$ cat config.mk
export PLATFORM = sky130hd
export DESIGN_NAME = logic_unit_seq_flat
export DESIGN_NICKNAME = d
export VERILOG_FILES = /design/src/rtl/logic_unit_seq_if.sv /design/src/rtl/logic_unit_seq.sv /design/src/flat_wrapper.sv
export SDC_FILE = /design/constraint.sdc
export NUM_CORES = 1
export LEC_CHECK = 0
export ABC_CLOCK_PERIOD_IN_PS = 2500
export BUFFER_PORTS_ARGS = -buffer_cell sky130_fd_sc_hd__buf_2
export CORE_UTILIZATION = 60
export CTS_BUF_LIST = sky130_fd_sc_hd__clkbuf_8
export CTS_CLUSTER_DIAMETER = 150
export DETAILED_ROUTE_END_ITERATION = 6
export GPL_TIMING_DRIVEN = 0
export PLACE_DENSITY = 0.83
export RECOVER_POWER = 50
export SLEW_MARGIN = 20
export SYNTH_ARGS = -nofsm -noshare
export SYNTH_HDL_FRONTEND = slang
export SYNTH_SLANG_ARGS = --single-unit
$ cat constraint.sdc
create_clock -name clk -period 2.5 [get_ports clk]
set_input_delay 0.75 -clock clk [delete_from_list [all_inputs] [get_ports clk]]
set_output_delay 0.75 -clock clk [all_outputs]
set_load 0.005 [all_outputs]
$ cat src/rtl/logic_unit_seq_if.sv
// logic_unit_seq_if: operand/result handshake bundle for logic_unit_seq.
//   Operand side : in_valid, in_ready, a, b, op, acc_mode, in_last
//   Result side  : out_valid, out_ready, y, zero, count, cnt_sat
//   master = operand source / result consumer, slave = logic_unit_seq.
interface logic_unit_seq_if #(
  parameter int unsigned WIDTH = 8,
  parameter int unsigned CNT_W = 4
);
  logic             in_valid;
  logic             in_ready;
  logic [WIDTH-1:0] a;
  logic [WIDTH-1:0] b;
  logic [2:0]       op;
  logic             acc_mode;
  logic             in_last;
  logic             out_valid;
  logic             out_ready;
  logic [WIDTH-1:0] y;
  logic             zero;
  logic [CNT_W-1:0] count;
  logic             cnt_sat;

  modport master (
    output in_valid, a, b, op, acc_mode, in_last, out_ready,
    input  in_ready, out_valid, y, zero, count, cnt_sat
  );

  modport slave (
    input  in_valid, a, b, op, acc_mode, in_last, out_ready,
    output in_ready, out_valid, y, zero, count, cnt_sat
  );
endinterface

$ cat src/rtl/logic_unit_seq.sv
// logic_unit_seq: handshaked bitwise logic unit with a burst-accumulate mode.
//   clk  : clock, rising edge
//   rst  : asynchronous active-high reset
//   bus  : logic_unit_seq_if.slave
//          operand beat in (in_valid/in_ready, a, b, op, acc_mode, in_last)
//          registered result out (out_valid/out_ready, y, zero, count, cnt_sat)
// Ops: 0 AND, 1 OR, 2 NOT, 3 XOR, 4 NAND, 5 NOR, 6 XNOR, 7 PASS.
// Accumulate folds acc = g(a, acc) with the op latched on the first beat.
module logic_unit_seq #(
  parameter int unsigned WIDTH = 8,
  parameter int unsigned CNT_W = 4
) (
  input  logic            clk,
  input  logic            rst,
  logic_unit_seq_if.slave bus
);

  typedef enum logic [1:0] {
    S_IDLE  = 2'd0,
    S_ACCUM = 2'd1,
    S_HOLD  = 2'd2
  } state_t;

  localparam logic [CNT_W-1:0] CNT_MAX = '1;
  localparam logic [CNT_W-1:0] CNT_ONE = CNT_W'(1);

  // Bitwise operation table, g(x, z).
  function automatic logic [WIDTH-1:0] f_op(
    input logic [2:0]       i_op,
    input logic [WIDTH-1:0] i_x,
    input logic [WIDTH-1:0] i_z
  );
    logic [WIDTH-1:0] r;
    r = i_x;
    case (i_op)
      3'd0:    r = i_x & i_z;
      3'd1:    r = i_x | i_z;
      3'd2:    r = ~i_x;
      3'd3:    r = i_x ^ i_z;
      3'd4:    r = ~(i_x & i_z);
      3'd5:    r = ~(i_x | i_z);
      3'd6:    r = ~(i_x ^ i_z);
      default: r = i_x;
    endcase
    return r;
  endfunction

  state_t           r_state;
  state_t           w_next_state;
  logic [WIDTH-1:0] r_acc;
  logic [2:0]       r_op;
  logic [WIDTH-1:0] r_y;
  logic [CNT_W-1:0] r_count;
  logic             r_cnt_sat;

  logic             w_in_ready;
  logic             w_out_valid;
  logic             w_accept;
  logic [WIDTH-1:0] w_acc_next;
  logic             w_zero;

  assign w_accept   = bus.in_valid && w_in_ready;
  assign w_acc_next = f_op(r_op, bus.a, r_acc);
  assign w_zero     = (r_y == '0);

  // State register.
  always_ff @(posedge clk or posedge rst) begin
    if (rst) begin
      r_state <= S_IDLE;
    end else begin
      r_state <= w_next_state;
    end
  end

  // Next-state logic.
  always_comb begin
    w_next_state = r_state;
    case (r_state)
      S_IDLE: begin
        if (w_accept) begin
          w_next_state = (bus.acc_mode && !bus.in_last) ? S_ACCUM : S_HOLD;
        end
      end
      S_ACCUM: begin
        if (w_accept && bus.in_last) begin
          w_next_state = S_HOLD;
        end
      end
      S_HOLD: begin
        if (bus.out_ready) begin
          w_next_state = S_IDLE;
        end
      end
      default: w_next_state = S_IDLE;
    endcase
  end

  // Handshake outputs are pure state decodes: no out_ready -> in_ready path.
  always_comb begin
    w_in_ready  = 1'b0;
    w_out_valid = 1'b0;
    case (r_state)
      S_IDLE:  w_in_ready  = 1'b1;
      S_ACCUM: w_in_ready  = 1'b1;
      S_HOLD:  w_out_valid = 1'b1;
      default: w_in_ready  = 1'b0;
    endcase
  end

  // Datapath: result, accumulator, latched op and saturating beat counter.
  always_ff @(posedge clk or posedge rst) begin
    if (rst) begin
      r_acc     <= '0;
      r_op      <= '0;
      r_y       <= '0;
      r_count   <= '0;
      r_cnt_sat <= 1'b0;
    end else if (w_accept) begin
      if (r_state == S_ACCUM) begin
        // Continuing burst: op/acc_mode/b are ignored, latched op applies.
        r_acc <= w_acc_next;
        if (r_count == CNT_MAX) begin
          r_cnt_sat <= 1'b1;
        end else begin
          r_count <= r_count + CNT_ONE;
        end
        if (bus.in_last) begin
          r_y <= w_acc_next;
        end
      end else begin
        // First beat of a burst or a single per-beat operation.
        r_count   <= CNT_ONE;
        r_cnt_sat <= 1'b0;
        if (!bus.acc_mode) begin
          r_y <= f_op(bus.op, bus.a, bus.b);
        end else if (bus.in_last) begin
          r_y <= bus.a;
        end else begin
          r_acc <= bus.a;
          r_op  <= bus.op;
        end
      end
    end
  end

  assign bus.in_ready  = w_in_ready;
  assign bus.out_valid = w_out_valid;
  assign bus.y         = r_y;
  assign bus.zero      = w_zero;
  assign bus.count     = r_count;
  assign bus.cnt_sat   = r_cnt_sat;

endmodule

$ cat src/flat_wrapper.sv
// flat-port wrapper written by rule: the top's interface ports become plain ports
module logic_unit_seq_flat 
#(
  parameter int unsigned WIDTH = 8,
  parameter int unsigned CNT_W = 4
)
  (clk, rst, bus_in_valid, bus_a, bus_b, bus_op, bus_acc_mode, bus_in_last, bus_out_ready, bus_in_ready, bus_out_valid, bus_y, bus_zero, bus_count, bus_cnt_sat);
  logic_unit_seq_if #(.WIDTH(WIDTH), .CNT_W(CNT_W)) bus_i ();
  input  logic clk;
  input  logic rst;
  input wire logic [$bits(bus_i.in_valid)-1:0] bus_in_valid;
  input wire logic [$bits(bus_i.a)-1:0] bus_a;
  input wire logic [$bits(bus_i.b)-1:0] bus_b;
  input wire logic [$bits(bus_i.op)-1:0] bus_op;
  input wire logic [$bits(bus_i.acc_mode)-1:0] bus_acc_mode;
  input wire logic [$bits(bus_i.in_last)-1:0] bus_in_last;
  input wire logic [$bits(bus_i.out_ready)-1:0] bus_out_ready;
  output wire logic [$bits(bus_i.in_ready)-1:0] bus_in_ready;
  output wire logic [$bits(bus_i.out_valid)-1:0] bus_out_valid;
  output wire logic [$bits(bus_i.y)-1:0] bus_y;
  output wire logic [$bits(bus_i.zero)-1:0] bus_zero;
  output wire logic [$bits(bus_i.count)-1:0] bus_count;
  output wire logic [$bits(bus_i.cnt_sat)-1:0] bus_cnt_sat;
  assign bus_i.in_valid = bus_in_valid;
  assign bus_i.a = bus_a;
  assign bus_i.b = bus_b;
  assign bus_i.op = bus_op;
  assign bus_i.acc_mode = bus_acc_mode;
  assign bus_i.in_last = bus_in_last;
  assign bus_i.out_ready = bus_out_ready;
  assign bus_in_ready = bus_i.in_ready;
  assign bus_out_valid = bus_i.out_valid;
  assign bus_y = bus_i.y;
  assign bus_zero = bus_i.zero;
  assign bus_count = bus_i.count;
  assign bus_cnt_sat = bus_i.cnt_sat;
  logic_unit_seq #(.WIDTH(WIDTH), .CNT_W(CNT_W)) u_core (.clk(clk), .rst(rst), .bus(bus_i));
endmodule
==> impl_metrics.env <==
export IMPL_fin_setup_tns_ns=0
export IMPL_drtIter0Drc=365
export IMPL_cts_sinks=26
export IMPL_yosys_warnings=0
export IMPL_cts_tree="yes"
export IMPL_status="finished, final reports clean"
export IMPL_critPathKind="input pin to flip-flop"
export IMPL_yosys_top_cells_count="38 x nand2_1, 33 x ha_1, 31 x inv_1, 31 x nor2_1, 27 x o21ai_0"
export IMPL_fp_dieArea_um2=4869
export IMPL_grt_pass1_wl_um=12940
export IMPL_die_height_um=69.78
export IMPL_slowest_stage="mux4_2"
export IMPL_final_util=0.7003
export IMPL_r2r_start="u_core.r_state[0]$_DFFE_PP0P_"
export IMPL_synthTopCellsByArea="dfrtp_1 24%, ha_1 15%, nand2_1 5.2%"
export IMPL_synthToLayoutAreaGrowth_pct=11.39
export IMPL_fin_crit_ns=2.406
export IMPL_rsz0062_at_grt="no"
export IMPL_rows=24
export IMPL_cp_top_family="multiplexers"
export IMPL_cap_viol_max_count=0
export IMPL_syn_area_um2=2756
export IMPL_worst_pin_slew_ns=1.035
export IMPL_p_total_uw=2122
export IMPL_cts_root_buf="clkbuf_8"
export IMPL_p_per_area_nw_per_um2=690.9
export IMPL_startpoint_type="input pin"
export IMPL_arrival_ns=2.61
export IMPL_hold_viol=0
export IMPL_ir_drop_v=0.0005303
export IMPL_leakagePower_uw=0.001462
export IMPL_yosys_cell_count_top_type="nand2_1"
export IMPL_cts_inserted_buffers=3
export IMPL_cp_data_required_time_ns=2.71
export IMPL_critPathBufInv=2
export IMPL_wl_per_cell_um=17.79
export IMPL_yosysSeqAreaShare=0.2360
export IMPL_finClkSkew_ns=0.004605
export IMPL_drive_above_1_share=0.1487
export IMPL_place_gp_congestion=0.9197
export IMPL_initial_core_util=0.6287
export IMPL_synth_area_leader_cell="dfrtp_1"
export IMPL_synth_cell_types=52
export IMPL_syn_nets=405
export IMPL_wl_um=7865
export IMPL_hpwl_um=5730
export IMPL_grtUsageTotal=0.3308
export IMPL_ant_nets=0
export IMPL_cts_max_path_buffers=2
export IMPL_slew_violations=0
export IMPL_firstDrtPassIters=5
export IMPL_ctsResizeCount=0
export IMPL_slew_headroom=0.3093
export IMPL_synth_async_reset_ratio=1.000
export IMPL_startpoint="bus_a[1]"
export IMPL_antenna_found_initial=0
export IMPL_synth_ff_type="dfrtp_1"
export IMPL_report_final_setup_viol=0
export IMPL_final_fill_count=375
export IMPL_fp_coreArea_um2=4384
export IMPL_clock_fmax_ghz=0.4156
export IMPL_clkTransAtPathRegs_ns=0.10
export IMPL_crit_fanout=6
export IMPL_placed_cell_area_um2=3017
export IMPL_postSynthAreaPerCell_um2=7.943
export IMPL_synthCells=347
export IMPL_viasPerCell=6.548
export IMPL_synth_enable_flop_cells=0
export IMPL_grt_pass1_vias=2686
export IMPL_yosysTopAreaCellShare=0.2360
export IMPL_route_vias_total=2894
export IMPL_min_from="u_core.bus.cnt_sat$_DFFE_PP0P_"
export IMPL_fin_nets=449
export IMPL_die_x_um=69.78
export IMPL_numPortBuffers=39
export IMPL_antenna_cells=0
export IMPL_slowest_delay_ns=0.46
export IMPL_fin_crit_sh=0.9624
export IMPL_drc=0
export IMPL_hp_class="flip-flop to flip-flop"
export IMPL_h_tree_depth=1
export IMPL_hold_buffers=0
export IMPL_cts_setup_buffers=0
export IMPL_worstPathCellList="clkbuf_4 > inv_2 > ha_1 > mux2_1 > mux4_2 > or3_1 > o211ai_1"
export IMPL_pin_count=41
export IMPL_critPathCaptureType="flip-flop"
export IMPL_final_cell_area_um2=3070
export IMPL_grt_max_degree=27
export IMPL_synth_seq_cells=26
export IMPL_overflow=0
export IMPL_worstSkewPairLatency_ns=0.28
state kept, by name, summed over array words and instances (netlist names):
| signal | count |
|---|---|
| u_core.bus.cnt_sat | 1 |
| u_core.bus.count | 4 |
| u_core.bus.y | 8 |
| u_core.r_acc | 8 |
| u_core.r_op | 3 |
| u_core.r_state | 2 |
cells in the final DEF (no fill, tap or decap), drive strengths merged, types with 5 or more instances in the layout:
cell type and instances:
a21oi 12, a31oi 9, buf 46, clkbuf 20, dfrtp 26, ha 33, inv 31, mux2i 12
nand2 38, nor2 31, nor2b 6, nor3 5, o211ai 11, o21ai 28, o221ai 11
kinds of logic after synthesis:
group / share of synthesized area
DFF: 0.2360
xor gates and xnor gates: 0.02542
muxes: 0.07626
adders and majority gates: 0.1498
AOI/OAI and AO/OA: 0.2596
and+or+nand+nor: 0.1743
buffers and inverters: 0.07853
path summary, 6_finish.rpt:
path	to	slack, ns	cells past startpoint
max	u_core.bus.y[1]$_DFFE_PP0P_	0.09	7
min	u_core.bus.cnt_sat$_DFFE_PP0P_	0.52	2
max reg2reg	u_core.bus.y[2]$_DFFE_PP0P_	0.32	5
min reg2reg	u_core.bus.cnt_sat$_DFFE_PP0P_	0.52	2
max in group asynchronous	u_core.bus.y[4]$_DFFE_PP0P_	1.18	2
min in group asynchronous	u_core.r_state[1]$_DFFE_PP0P_	0.70	2
tightest hold or removal path, delay by kind of cell (launching register included):
kind / cells / cell delay (ns)
flip-flops: 1 / 0.36
AND/OR/NAND/NOR: 1 / 0.08
AO/OA/AOI/OAI: 1 / 0.04
area by class of cell:
type                    count  area (um2)  share of cell area
well taps                  52       65.06             0.02119
flip-flops and latches     26       650.6              0.2119
inverters                  31       116.4             0.03790
multi-input cells         267        1889              0.6153
plain buffers              23       100.1             0.03260
repair buffers             39       193.9             0.06316
clock buffers               4       55.05             0.01793
metal layers:
layer  part of all wire  track usage  up-vias  wire, um
li1                   -            -     1340         -
met1               0.41       0.4497     1367      3259
met2               0.48       0.5470      168      3748
met3              0.089      0.04942       19       700
met4              0.020      0.09333        0       157
met5                  0            0        -         0
report_power, final:
group	total, uW	internal (uW)	switching, uW
Sequential	664	548	115
Combinational	1170	519	649
Clock	289	142	148
Total	2120	1210	912
through the flow:
stage / hold WS, ns / setup WS, ns / cells
finish: 0.5155 / 0.09410 / 442
global route: 0.5375 / 0.01319 / 442
CTS: 0.5258 / 0.01107 / 442
detailed placement: 0.4884 / -0.2865 / 438
global placement: 0.4950 / -0.2114 / 438
floorplan: 0.4859 / 0.08917 / 347
Note: power is estimated with default switching activity, not from simulation.
